===== src/rtl/mem_port_arbiter.sv =====
// mem_port_arbiter
//   Two-requester arbiter (core and loader/debug port) in front of a single
//   synchronous-read memory port. Each access takes exactly two cycles from
//   the request-sampling edge to the one-cycle ack pulse. The loader can lock
//   the port for back-to-back accesses. A waiting core is let in after
//   LOCK_MAX consecutive locked loader accesses.
//
//   Optional feature macro: MEMARB_RR_EN
//     defined   -> simultaneous requests in IDLE are granted round-robin
//     undefined -> the core always wins simultaneous requests
//
// Ports
//   clk, reset              clock, asynchronous active-high reset
//   c_req/c_we/c_size       core request, write flag, size (1 = full word)
//   c_addr/c_wdata          core byte address and write data
//   c_ack                   core access complete (one-cycle pulse)
//   l_req/l_we/l_lock       loader request, write flag, keep-grant flag
//   l_addr/l_wdata          loader byte address and write data
//   l_ack                   loader access complete (one-cycle pulse)
//   rdata                   read data, valid only while an ack is high
//   m_we/m_size/m_addr/
//   m_wdata                 memory request, driven only in the access cycle
//   m_rdata                 memory read data, one cycle after the address
module mem_port_arbiter #(
  parameter int LOCK_MAX = 16
) (
  input  logic        clk,
  input  logic        reset,
  input  logic        c_req,
  input  logic        c_we,
  input  logic        c_size,
  input  logic [31:0] c_addr,
  input  logic [31:0] c_wdata,
  output logic        c_ack,
  input  logic        l_req,
  input  logic        l_we,
  input  logic        l_lock,
  input  logic [31:0] l_addr,
  input  logic [31:0] l_wdata,
  output logic        l_ack,
  output logic [31:0] rdata,
  output logic        m_we,
  output logic        m_size,
  output logic [31:0] m_addr,
  output logic [31:0] m_wdata,
  input  logic [31:0] m_rdata
);

  typedef enum logic [1:0] {
    IDLE  = 2'd0,
    ACC_C = 2'd1,
    ACC_L = 2'd2,
    RESP  = 2'd3
  } state_t;

  localparam logic [3:0] LOCK_LAST = 4'(LOCK_MAX - 1);

  state_t     r_state, w_state_next;
  logic       r_owner_l, w_owner_l_next;       // 1 = loader owns the access
  logic [3:0] r_lock_cnt, w_lock_cnt_next;     // locked continuations so far
  logic       r_force_core, w_force_core_next; // core wins the next IDLE
  logic       w_grant_l;                       // IDLE arbitration result
  logic       w_locked_cont;                   // loader asks to keep the port
  logic       w_lock_limit;                    // waiting core must be let in

`ifdef MEMARB_RR_EN
  logic       r_rr_favor_l, w_rr_favor_l_next; // 1 = loader wins next tie
`endif

  assign w_locked_cont = r_owner_l && l_req && l_lock;
  assign w_lock_limit  = (r_lock_cnt == LOCK_LAST) && c_req;

  // Arbitration among requests seen in IDLE.
  always_comb begin
    w_grant_l = 1'b0;
    if (r_force_core && c_req) begin
      w_grant_l = 1'b0;
    end else if (c_req && l_req) begin
`ifdef MEMARB_RR_EN
      w_grant_l = r_rr_favor_l;
`else
      w_grant_l = 1'b0;
`endif
    end else begin
      w_grant_l = l_req;
    end
  end

  // Next-state logic.
  always_comb begin
    w_state_next      = r_state;
    w_owner_l_next    = r_owner_l;
    w_lock_cnt_next   = r_lock_cnt;
    w_force_core_next = r_force_core;
`ifdef MEMARB_RR_EN
    w_rr_favor_l_next = r_rr_favor_l;
`endif
    unique case (r_state)
      IDLE: begin
        if (c_req || l_req) begin
          w_force_core_next = 1'b0;
          if (w_grant_l) begin
            w_state_next   = ACC_L;
            w_owner_l_next = 1'b1;
`ifdef MEMARB_RR_EN
            w_rr_favor_l_next = 1'b0;
`endif
          end else begin
            w_state_next    = ACC_C;
            w_owner_l_next  = 1'b0;
            w_lock_cnt_next = 4'd0;
`ifdef MEMARB_RR_EN
            w_rr_favor_l_next = 1'b1;
`endif
          end
        end
      end
      ACC_C, ACC_L: begin
        w_state_next = RESP;
      end
      RESP: begin
        if (w_locked_cont && !w_lock_limit) begin
          // Locked continuation: skip IDLE. The counter saturates so an
          // unlimited stream still yields promptly once the core shows up.
          w_state_next = ACC_L;
          if (r_lock_cnt != LOCK_LAST) begin
            w_lock_cnt_next = r_lock_cnt + 4'd1;
          end
`ifdef MEMARB_RR_EN
          w_rr_favor_l_next = 1'b0;
`endif
        end else begin
          w_state_next      = IDLE;
          w_lock_cnt_next   = 4'd0;
          // Remember that the loader was cut off so the core is not lost
          // to the normal arbitration rule in the following IDLE cycle.
          w_force_core_next = w_locked_cont && w_lock_limit;
        end
      end
      default: begin
        w_state_next = IDLE;
      end
    endcase
  end

  // State registers.
  always_ff @(posedge clk or posedge reset) begin
    if (reset) begin
      r_state      <= IDLE;
      r_owner_l    <= 1'b0;
      r_lock_cnt   <= 4'd0;
      r_force_core <= 1'b0;
`ifdef MEMARB_RR_EN
      r_rr_favor_l <= 1'b0;
`endif
    end else begin
      r_state      <= w_state_next;
      r_owner_l    <= w_owner_l_next;
      r_lock_cnt   <= w_lock_cnt_next;
      r_force_core <= w_force_core_next;
`ifdef MEMARB_RR_EN
      r_rr_favor_l <= w_rr_favor_l_next;
`endif
    end
  end

  // Outputs are decoded from the state only, so an asynchronous reset
  // clears the memory request and acks in the same instant.
  always_comb begin
    m_we    = 1'b0;
    m_size  = 1'b0;
    m_addr  = 32'd0;
    m_wdata = 32'd0;
    c_ack   = 1'b0;
    l_ack   = 1'b0;
    rdata   = 32'd0;
    unique case (r_state)
      ACC_C: begin
        m_we    = c_we;
        m_size  = c_size;
        m_addr  = c_addr;
        m_wdata = c_wdata;
      end
      ACC_L: begin
        m_we    = l_we;
        m_size  = 1'b1;
        m_addr  = l_addr;
        m_wdata = l_wdata;
      end
      RESP: begin
        c_ack = !r_owner_l;
        l_ack = r_owner_l;
        rdata = m_rdata;
      end
      default: begin
      end
    endcase
  end

endmodule


===== config.mk =====
export PLATFORM = sky130hd
export DESIGN_NAME = mem_port_arbiter
export DESIGN_NICKNAME = d
export VERILOG_FILES = /design/src/rtl/mem_port_arbiter.sv
export SDC_FILE = /design/constraint.sdc
export NUM_CORES = 1
export LEC_CHECK = 0
export CORE_AREA = 2 2 105 107
export CTS_CLUSTER_DIAMETER = 200
export DETAILED_ROUTE_END_ITERATION = 12
export DIE_AREA = 0 0 107 109
export PLACE_DENSITY = 0.56
export SLEW_MARGIN = 20
export SYNTH_ARGS = -nofsm -noshare
export SYNTH_HDL_FRONTEND = slang
export SYNTH_SLANG_ARGS = --single-unit

===== constraint.sdc =====
create_clock -name clk -period 3.55 [get_ports clk]
set_input_delay 1.065 -clock clk [delete_from_list [all_inputs] [get_ports clk]]
set_output_delay 1.065 -clock clk [all_outputs]
set_load 0.005 [all_outputs]

==> run_results.csv, run 1 <==
group,metric,value,unit
floorplan,die_w,107,um
critical_path,setup.worst_path.start_class,"input port",
detailed_routing,routed_via_density,4.29,
critical_path,end_kind,"output port",
power,ir_worst_vdd,297,uV
sta,setup_viol,0,
sta,setup_tns,0,ns
yosys,yosysTopAreaCell,"a22oi_1",
critical_path,worstPathArrival,2.32,ns
final_layout,antenna-diode-count,0,
grt,grt_pass1_vias,2534,
clock_tree,htree_levels,1,
power,power.density,627,nW/um2
final_layout,fill_cells,1061,
grt,gr-total-overflow,0,
sta,maxSlewViolCount,0,
sta,rsz0062_at_grt,"false",
critical_path,cp.required,2.48,ns
placed_design,gp_congestion,0.750,
critical_path,crit_top_cell,"clkdlybuf4s50_1",
detailed_routing,first_pass_iters,4,
floorplan,rows,38,
grt,grt_max_degree,44,
yosys,ys_seq_area_frac,0.113,
sta,slew_headroom,0.380,
clock_tree,numCtsBuffers,3,
floorplan,dieHeight,109,um
yosys,syn-mean-instance-area,6.44,um2
power,power,2.76,mW
detailed_routing,initialDrtViolationCount,204,
floorplan,start_util,0.146,
job,drv_cap,0,
clock_tree,path_clk_slew,0.04,ns
placed_design,hpwl,7.25,mm
floorplan,dieArea,11700,um2
sta,period_share,0.952,
sta,fmax,296,MHz
yosys,synth_nets,415,
critical_path,worstPathMaxFanout,1,
critical_path,crit_path_cell_trace,"clkdlybuf4s50_1, a22oi_1, nor2_1, clkdlybuf4s50_1",
yosys,syn_inst,241,
clock_tree,tritoncts,"done",
grt,busiest_layer,"met2",
critical_path,critical_path.top_delay_family,"buffers and inverters",
power,p_leak,1.64,nW
grt,use_met2,0.256,
final_layout,multi_input_area,1250,um2
min_path,hold_class,"register to register",
sta,fin_crit,3.38,ns
grt,grt_pass1_wl,12.8,mm
yosys,yosys-top-cells-area,"a22oi_1, nor2_1, and2_1",
grt,antenna_found_initial,0,
clock_tree,clk_latency,0.23,ns
sta,worst_slew_pin_slew,0.929,ns
clock_tree,cts_hold_buf,0,
final_layout,layout_common_cells,"clkdlybuf4s50_1, nor2_1, a22oi_1, and2_1, dfrtp_1",
clock_tree,cts_buffer_depth,2,
grt,gr-usage-all-layers,0.135,
yosys,yosysTopAreaCellShare,0.314,
detailed_routing,vias,2710,
final_layout,area_growth,184,%
grt,use_met1,0.159,
clock_tree,cts-root-buf,"clkbuf_8",
final_layout,seqCellArea,175,um2
critical_path,crit_type,"input port to output port",
clock_tree,post_cts_resized,0,
yosys,yosys_warnings,0,
critical_path,worstPathBufferInverterCount,2,
final_layout,drive_gt1_frac,0.0326,
floorplan,io_pins,268,
yosys,ys_seq_elements,7,
final_layout,final_common_cell,"clkdlybuf4s50_1",
critical_path,cpPeakStageDelay,0.54,ns
sta,finClkSkew,0.00296,ns
final_layout,fin_nets,666,
sta,hold_violations,0,
detailed_routing,routedWlPerCell,14.2,um
clock_tree,post_cts_buffers,0,
clock_tree,numClockSinks,7,
detailed_routing,routed_wl,8.98,mm
yosys,syn_area,1550,um2
outcome,status,"finished clean",
placed_design,portBuffers,267,
yosys,synth.distinct_cells,32,
floorplan,core_area,10600,um2
critical_path,crit_path_top_delay_cell,"clkdlybuf4s50_1",
detailed_routing,final_antenna_net_count,0,
detailed_routing,drc,0,
grt,grt_util_met3,0.0305,
power breakdown:
| part | internal [mW] | total, mW | switching (mW) |
|---|---|---|---|
| clock network | 0.0778 | 0.113 | 0.0352 |
| logic | 1.41 | 2.52 | 1.11 |
| registers | 0.102 | 0.125 | 0.0237 |
| total | 1.59 | 2.76 | 1.17 |
final cells by class:
type                       count  area share
timing repair buffer         273       0.623
multi-input combinational    202       0.283
sequential                     7      0.0398
inverter                       5     0.00426
clock buffer                   4      0.0102
tap                          140      0.0398
kinds of logic (layout without fill, tap and decap cells):
| logic type | count (synthesis) | after routing | synth area share |
|---|---|---|---|
| DFF | 7 | 7 | 0.113 |
| AOI/OAI and AO/OA | 80 | 80 | 0.379 |
| muxes | 2 | 2 | 0.0161 |
| adders and majority gates | 6 | 6 | 0.0483 |
| and+or+nand+nor | 114 | 114 | 0.357 |
| buffers and inverters | 32 | 282 | 0.0870 |
final timing paths:
kind	from	to	slack, ns	depth (start not counted)
min in group asynchronous	reset	r_lock_cnt[2]$_DFFE_PP0P_	1.07	2
min reg2reg	r_lock_cnt[1]$_DFFE_PP0P_	r_lock_cnt[1]$_DFFE_PP0P_	0.55	1
min	r_lock_cnt[1]$_DFFE_PP0P_	r_lock_cnt[1]$_DFFE_PP0P_	0.55	1
max in group asynchronous	reset	r_state[1]$_DFFE_PP0P_	2.27	2
max	c_wdata[27]	m_wdata[27]	0.17	4
max reg2reg	r_state[0]$_DFFE_PP0P_	r_lock_cnt[3]$_DFFE_PP0P_	1.37	4
per-stage QoR:
stage	cell area (um2)	cells	setup WS, ns	util	hold slack (ns)
2_1_floorplan	1550	241	1.07	-	0.501
3_3_place_gp	4360	627	0.122	0.411	0.523
3_5_place_dp	4360	627	0.133	0.411	0.530
4_1_cts	4400	631	0.133	0.415	0.552
5_1_grt	4400	631	0.0790	0.415	0.572
6_report	4400	631	0.170	0.415	0.550
cells in the mapped netlist:
cell / count
mux2_2: 1
inv_1: 5
nor2_1: 66
nor3_1: 1
and2_1: 33
nand3b_1: 1
buf_4: 3
mux2i_2: 1
a31oi_1: 1
a22oi_1: 65
a2bb2oi_1: 1
or4_1: 1
a31o_1: 1
nand2b_1: 2
nor3b_1: 1
o22a_1: 1
nor2b_1: 2
o2111ai_1: 1
nand4_2: 1
a21oi_1: 6
ha_1: 6
a221o_1: 1
and4_2: 1
o21ai_0: 2
nand2_1: 1
buf_1: 10
nand3_1: 3
a22o_1: 1
buf_2: 3
dfrtp_1: 7
clkbuf_1: 11
and3_1: 1
layer usage:
metal	up-vias	part of all wire
li1	1363	-
met3	8	0.086
met1	1217	0.38
met5	-	0
met4	0	0.0078
met2	122	0.53
worst register-to-register path, stage by stage, from the launching register on:
cell,delay (ns)
dfrtp_1,0.39
ha_1,0.79
nand4_2,0.27
or4_1,0.57
nand3_1,0.10
flip-flops by register name, indices dropped and copies added, names as in the netlist:
register and cells:
r_state 2, r_owner_l 1, r_lock_cnt 4
(Power assumes the default switching activity.)
==> run 2: changes to the inputs <==
--- a/config.mk
+++ b/config.mk
@@ -5,11 +5,11 @@
 export SDC_FILE = /design/constraint.sdc
 export NUM_CORES = 1
 export LEC_CHECK = 0
-export CORE_AREA = 2 2 105 107
+export CORE_AREA = 2 2 104 106
 export CTS_CLUSTER_DIAMETER = 200
 export DETAILED_ROUTE_END_ITERATION = 12
-export DIE_AREA = 0 0 107 109
-export PLACE_DENSITY = 0.56
+export DIE_AREA = 0 0 106 108
+export PLACE_DENSITY = 0.57
 export SLEW_MARGIN = 20
 export SYNTH_ARGS = -nofsm -noshare
 export SYNTH_HDL_FRONTEND = slang
==> constraint.sdc (replaced) <==
create_clock -name clk -period 3.21 [get_ports clk]
set_input_delay 0.963 -clock clk [delete_from_list [all_inputs] [get_ports clk]]
set_output_delay 0.963 -clock clk [all_outputs]
set_load 0.005 [all_outputs]
==> run 2 against run 1 <==
Compared with the run above: sequential share of layout area about the same; global-route usage up 1.0 points; routed wire length up 1.1%; non-clock buffer count up 1; design area up 0.60%; register-to-register slack better by 0.02 ns; critical path depth unchanged; critical path type unchanged; largest cell class unchanged.
==> run_results.csv, run 2 (synthesis gave the netlist of run 1 again) <==
group,metric,value,unit
sta,slew_headroom,0.672,
clock_tree,cts_hold_buf,0,
detailed_routing,final_antenna_net_count,0,
min_path,min_to,"r_lock_cnt[1]$_DFFE_PP0P_",
outcome,status,"finished clean",
placed_design,placed_cell_area,4370,um2
final_layout,area_growth,185,%
sta,fmax,321,MHz
critical_path,setup.worst_path.start_class,"input port",
final_layout,largest_reg_flops,4,
sta,worst_slew_pin_slew,0.491,ns
placed_design,hpwl,7.45,mm
sta,setup_tns,0,ns
power,ir_worst_vdd,346,uV
job,drv_cap,0,
sta,rsz0062_at_grt,"false",
min_path,hold_class,"register to register",
power,p_leak,1.65,nW
grt,gr-usage-all-layers,0.146,
placed_design,portBuffers,267,
final_layout,regMostFlops,"r_lock_cnt",
grt,grt_pass1_vias,2679,
clock_tree,htree_levels,1,
sta,maxSlewViolCount,0,
grt,gr-total-overflow,0,
detailed_routing,routedWlPerCell,14.5,um
grt,grt_pass1_wl,13.6,mm
critical_path,worstPathMaxFanout,1,
clock_tree,numCtsBuffers,3,
final_layout,layout_common_cells,"clkdlybuf4s50_1, nor2_1, a22oi_1, and2_1, dfrtp_1",
floorplan,rows,37,
floorplan,core_area,10200,um2
detailed_routing,vias,2744,
floorplan,dieArea,11400,um2
critical_path,reg2reg_to,"r_lock_cnt[3]$_DFFE_PP0P_",
clock_tree,path_clk_slew,0.04,ns
floorplan,die_w,106,um
floorplan,start_util,0.152,
sta,fin_crit,3.11,ns
final_layout,final_common_cell,"clkdlybuf4s50_1",
critical_path,r2r_cells,4,
final_layout,design_area,4430,um2
detailed_routing,first_pass_iters,4,
grt,grt_max_degree,44,
final_layout,top_regs,"r_lock_cnt (4), r_state (2), r_owner_l (1)",
grt,antenna_found_initial,0,
critical_path,worstPathArrival,2.15,ns
clock_tree,clk_latency,0.23,ns
sta,period_share,0.970,
critical_path,regToRegSetupSlack,1.39,ns
clock_tree,cts-root-buf,"clkbuf_8",
floorplan,dieHeight,108,um
clock_tree,post_cts_buffers,0,
critical_path,cp.required,2.25,ns
detailed_routing,routed_via_density,4.37,
clock_tree,cts_buffer_depth,2,
clock_tree,numClockSinks,7,
final_layout,antenna-diode-count,0,
sta,hold_violations,0,
detailed_routing,routed_wl,9.08,mm
detailed_routing,drc,0,
sta,setup_viol,0,
sta,whs,0.539,ns
power,power.density,700,nW/um2
min_path,min_path_cells,1,
critical_path,crit_type,"input port to output port",
placed_design,gp_congestion,0.809,
sta,finClkSkew,0.00451,ns
final_layout,drive_gt1_frac,0.0386,
critical_path,reg2reg_from,"r_state[0]$_DFFE_PP0P_",
final_layout,fin_nets,667,
critical_path,end_kind,"output port",
min_path,min-delay-start,"r_lock_cnt[1]$_DFFE_PP0P_",
floorplan,io_pins,268,
clock_tree,tritoncts,"done",
detailed_routing,initialDrtViolationCount,210,
==> run 2: worst max path at each step <==
stage / slack (ns) / cells past startpoint / end / from
after CTS: 0.04 / 3 / rdata[14] / r_state[0]$_DFFE_PP0P_
after global placement: 0.09 / 4 / m_addr[28] / c_addr[28]
final: 0.1 / 4 / m_addr[5] / l_addr[5]
after detailed placement: 0.09 / 4 / m_addr[5] / l_addr[5]
after global routing: 0.02 / 6 / m_wdata[10] / r_state[0]$_DFFE_PP0P_
after floorplan: 0.84 / 6 / m_wdata[10] / r_state[0]$_DFFE_PP0P_
==> run 2: critical path: stages <==
cell and delay [ns]:
clkdlybuf4s50_1 0.50, a22oi_1 0.09, nor2_1 0.10, clkdlybuf4s50_1 0.50
==> run 2: cell type report <==
cell class	count	area (um2)
clock buffer	4	45.0
inverter	5	21.3
timing repair buffer	274	2770
sequential	7	175
tap	136	170
fill	1003	5800
multi-input combinational	202	1250
==> run 2: repair_timing <==
item,in CTS,in global routing
setup endpoints to repair,0,84
hold endpoints to repair,0,0
resized for setup,0,5
==> run 2: power breakdown <==
| group | switching, mW | internal, mW |
|---|---|---|
| clock | 0.0383 | 0.0860 |
| sequential | 0.0287 | 0.112 |
| combinational | 1.24 | 1.60 |
| total | 1.30 | 1.80 |
==> run 2: routing by layer <==
| metal | global-route usage | routed length, um | part of all wire | vias to the layer above |
|---|---|---|---|---|
| li1 | - | - | - | 1364 |
| met1 | 0.167 | 3450 | 0.38 | 1248 |
| met2 | 0.279 | 4880 | 0.54 | 126 |
| met3 | 0.0307 | 660 | 0.073 | 6 |
| met4 | 0.0291 | 96 | 0.011 | 0 |
| met5 | 0 | 0 | 0 | - |
==> run 2: stage by stage <==
step / setup slack, ns / total power [mW] / cells / utilization
floorplan: 0.836 / 1.38 / 241 / -
global placement: 0.0889 / 2.98 / 624 / 0.428
detailed placement: 0.0857 / 2.98 / 624 / 0.428
CTS: 0.0403 / 3.12 / 628 / 0.432
global route: 0.0247 / 3.37 / 628 / 0.433
finish: 0.0965 / 3.10 / 628 / 0.433
==> run 3: changes to the inputs <==
--- a/config.mk
+++ b/config.mk
@@ -5,11 +5,12 @@
 export SDC_FILE = /design/constraint.sdc
 export NUM_CORES = 1
 export LEC_CHECK = 0
-export CORE_AREA = 2 2 104 106
+export ABC_AREA = 1
+export CORE_AREA = 2 2 103 105
 export CTS_CLUSTER_DIAMETER = 200
 export DETAILED_ROUTE_END_ITERATION = 12
-export DIE_AREA = 0 0 106 108
-export PLACE_DENSITY = 0.57
+export DIE_AREA = 0 0 105 107
+export PLACE_DENSITY = 0.6
 export SLEW_MARGIN = 20
 export SYNTH_ARGS = -nofsm -noshare
 export SYNTH_HDL_FRONTEND = slang
==> constraint.sdc (replaced) <==
create_clock -name clk -period 3.55 [get_ports clk]
set_input_delay 1.065 -clock clk [delete_from_list [all_inputs] [get_ports clk]]
set_output_delay 1.065 -clock clk [all_outputs]
set_load 0.005 [all_outputs]
==> run 3 against run 2 <==
Compared with the run above: first-iteration DRC count shrank 14%; worst setup slack gained 0.033 ns; clock-buffer cell count is the same.
==> run_results.csv, run 3 <==
group,metric,value,unit
final_layout,layout_common_cells,"clkdlybuf4s50_1, nand2_1, a21oi_1, inv_1, nor2_1",
yosys,syn_inst,356,
grt,antenna_found_initial,0,
detailed_routing,vias,3106,
yosys,syn-mean-instance-area,4.80,um2
final_layout,drive_gt1_frac,0.0296,
sta,fin_ws,0.129,ns
sta,worst_slew_pin_slew,0.483,ns
yosys,synth_compound_area_frac,0.217,
yosys,yosysTopAreaCellShare,0.391,
detailed_routing,wl_met2,5.08,mm
yosys,synth_edf_count,0,
min_path,min-delay-start,"r_state[1]$_DFFE_PP0P_",
final_layout,area_growth,167,%
yosys,async_flop_share,1.00,
critical_path,crit_path_top_delay_cell,"clkdlybuf4s50_1",
clock_tree,post_cts_resized,0,
detailed_routing,routed_via_density,4.17,
detailed_routing,highest_layer,"met4",
clock_tree,numCtsBuffers,3,
critical_path,r2r_cells,7,
yosys,synth_common_cells,"nand2_1, a21oi_1, inv_1",
final_layout,fill_cells,1074,
placed_design,hpwl,8.12,mm
yosys,yosys-top-cells-area,"nand2_1, a21oi_1, dfrtp_1",
yosys,synth_nets,530,
final_layout,fin_nets,784,
floorplan,rows,37,
detailed_routing,final_antenna_net_count,0,
outcome,status,"finished clean",
critical_path,regToRegSetupSlack,2.03,ns
final_layout,largest_reg_flops,4,
yosys,synth_top_flop_cell,"dfrtp_1",
detailed_routing,routedWlPerCell,13.6,um
sta,finClkSkew,0.00422,ns
detailed_routing,met3_length,743,um
floorplan,dieArea,11200,um2
sta,setup_viol,0,
clock_tree,clk_latency,0.23,ns
critical_path,cp.required,2.48,ns
critical_path,cpPeakStageDelay,0.55,ns
clock_tree,path_clk_slew,0.04,ns
critical_path,end_kind,"output port",
floorplan,dieHeight,107,um
min_path,min_to,"r_state[1]$_DFFE_PP0P_",
yosys,yosys.area_share.simple,0.468,
yosys,yosys_warnings,0,
critical_path,worstPathMaxFanout,1,
critical_path,crit_path_cell_trace,"clkdlybuf4s50_1, nand2_1, a21oi_1, clkdlybuf4s50_1",
placed_design,gp_congestion,0.854,
sta,rsz0062_at_grt,"false",
clock_tree,cts_hold_buf,0,
yosys,synthAdderAreaFrac,0.0439,
sta,fmax,292,MHz
floorplan,core_area,10100,um2
yosys,ys_seq_area_frac,0.102,
critical_path,setup.worst_path.start_class,"input port",
sta,hold_violations,0,
power,power.density,601,nW/um2
power,p_leak,1.96,nW
detailed_routing,initialDrtViolationCount,181,
critical_path,reg2reg_to,"r_state[0]$_DFFE_PP0P_",
yosys,syn_area,1710,um2
placed_design,dpl_worst_slack,0.142,ns
grt,gr-total-overflow,0,
sta,period_share,0.964,
final_layout,top_regs,"r_lock_cnt (4), r_state (2), r_owner_l (1)",
min_path,min_path_cells,2,
power,ir_worst_vdd,253,uV
final_layout,finalNonFillerCells,745,
floorplan,io_pins,268,
sta,whs,0.545,ns
critical_path,reg2reg_from,"r_state[0]$_DFFE_PP0P_",
yosys,ys_seq_elements,7,
detailed_routing,drc,0,
final_layout,final_common_cell,"clkdlybuf4s50_1",
sta,slew_headroom,0.678,
critical_path,worstPathArrival,2.36,ns
placed_design,portBuffers,267,
power,power,2.75,mW
clock_tree,cts_buffer_depth,2,
detailed_routing,first_pass_iters,6,
clock_tree,numClockSinks,7,
sta,setup_tns,0,ns
detailed_routing,drt-met1-wl,4.04,mm
min_path,hold_class,"register to register",
critical_path,crit_top_cell,"clkdlybuf4s50_1",
clock_tree,htree_levels,1,
yosys,synth_mux_area_frac,0,
final_layout,regMostFlops,"r_lock_cnt",
critical_path,crit_type,"input port to output port",
grt,grt_max_degree,44,
yosys,yosysMostFrequentCell,"nand2_1",
job,drv_cap,0,
sta,fin_crit,3.42,ns
clock_tree,post_cts_buffers,0,
grt,grt_pass1_wl,15.4,mm
placed_design,placedCellCount,741,
yosys,synth_xor_area_frac,0,
detailed_routing,routed_wl,10.1,mm
grt,gr-usage-all-layers,0.166,
clock_tree,tritoncts,"done",
sta,maxSlewViolCount,0,
floorplan,start_util,0.169,
yosys,yosysTopAreaCell,"nand2_1",
critical_path,critical_path.top_delay_family,"buffers and inverters",
yosys,synth.distinct_cells,18,
final_layout,antenna-diode-count,0,
yosys,synth_top_family_by_area,"simple AND/OR/NAND/NOR gates",
grt,grt_pass1_vias,2966,
floorplan,die_w,105,um
critical_path,worstPathBufferInverterCount,2,
clock_tree,cts-root-buf,"clkbuf_8",
run 3: cell count changes after synthesis, moves of 4 or more:
| cell | before | now |
|---|---|---|
| a21oi_1 | 6 | 68 |
| a22oi_1 | 65 | 0 |
| and2_1 | 33 | 0 |
| buf_1 | 10 | 1 |
| buf_2 | 3 | 18 |
| clkbuf_1 | 11 | 5 |
| inv_1 | 5 | 45 |
| nand2_1 | 1 | 178 |
| nor2_1 | 66 | 9 |
| o21ai_0 | 2 | 6 |
run 3: worst max-delay path by stage:
| stage | start | to | slack [ns] | cells past startpoint |
|---|---|---|---|---|
| after global placement | c_wdata[7] | m_wdata[7] | 0.12 | 4 |
| after CTS | c_wdata[7] | m_wdata[7] | 0.12 | 4 |
| after detailed placement | c_wdata[7] | m_wdata[7] | 0.14 | 4 |
| after global routing | c_wdata[7] | m_wdata[7] | 0.1 | 4 |
| after floorplan | c_addr[18] | m_addr[18] | 1.22 | 2 |
| final | c_addr[14] | m_addr[14] | 0.13 | 4 |
run 3: through the flow:
stage               instance area (um2)   util
floorplan                          1710      -
global placement                   4530  0.449
detailed placement                 4530  0.449
CTS                                4570  0.453
global route                       4570  0.453
finish                             4570  0.453
run 3: kinds of logic after synthesis:
| group | Yosys count |
|---|---|
| buf+inv | 70 |
| flops | 7 |
| compound gates | 74 |
| fa+ha+maj | 6 |
| simple gates | 199 |
run 3: report_power, final:
| group | total [mW] | internal [mW] | switching (mW) | leakage (nW) |
|---|---|---|---|---|
| Combinational | 2.51 | 1.31 | 1.20 | 1.85 |
| Sequential | 0.124 | 0.102 | 0.0222 | 0.0912 |
| Clock | 0.113 | 0.0778 | 0.0355 | 0.0228 |
| Total | 2.75 | 1.49 | 1.26 | 1.96 |
run 3: routing by layer:
metal / up-vias / global-route usage
met3: 22 / 0.0328
li1: 1594 / -
met4: 0 / 0.0429
met5: - / 0
met1: 1332 / 0.193
met2: 158 / 0.309
run 3: final cells by class:
type | instances | area (um2) | share of cell area
clock buffer | 4 | 45.0 | 0.00985
inverter | 45 | 169 | 0.0369
multi-input combinational | 279 | 1250 | 0.274
sequential | 7 | 175 | 0.0383
tap | 136 | 170 | 0.0372
timing repair buffer | 274 | 2760 | 0.604
run 3: worst reg2reg max path, cell delays in order, from the launching register on:
cell and delay [ns]:
dfrtp_1 0.37, inv_1 0.10, ha_1 0.33, inv_2 0.07
buf_4 0.26, o21ai_0 0.14, nand2_1 0.07, o21ai_0 0.07
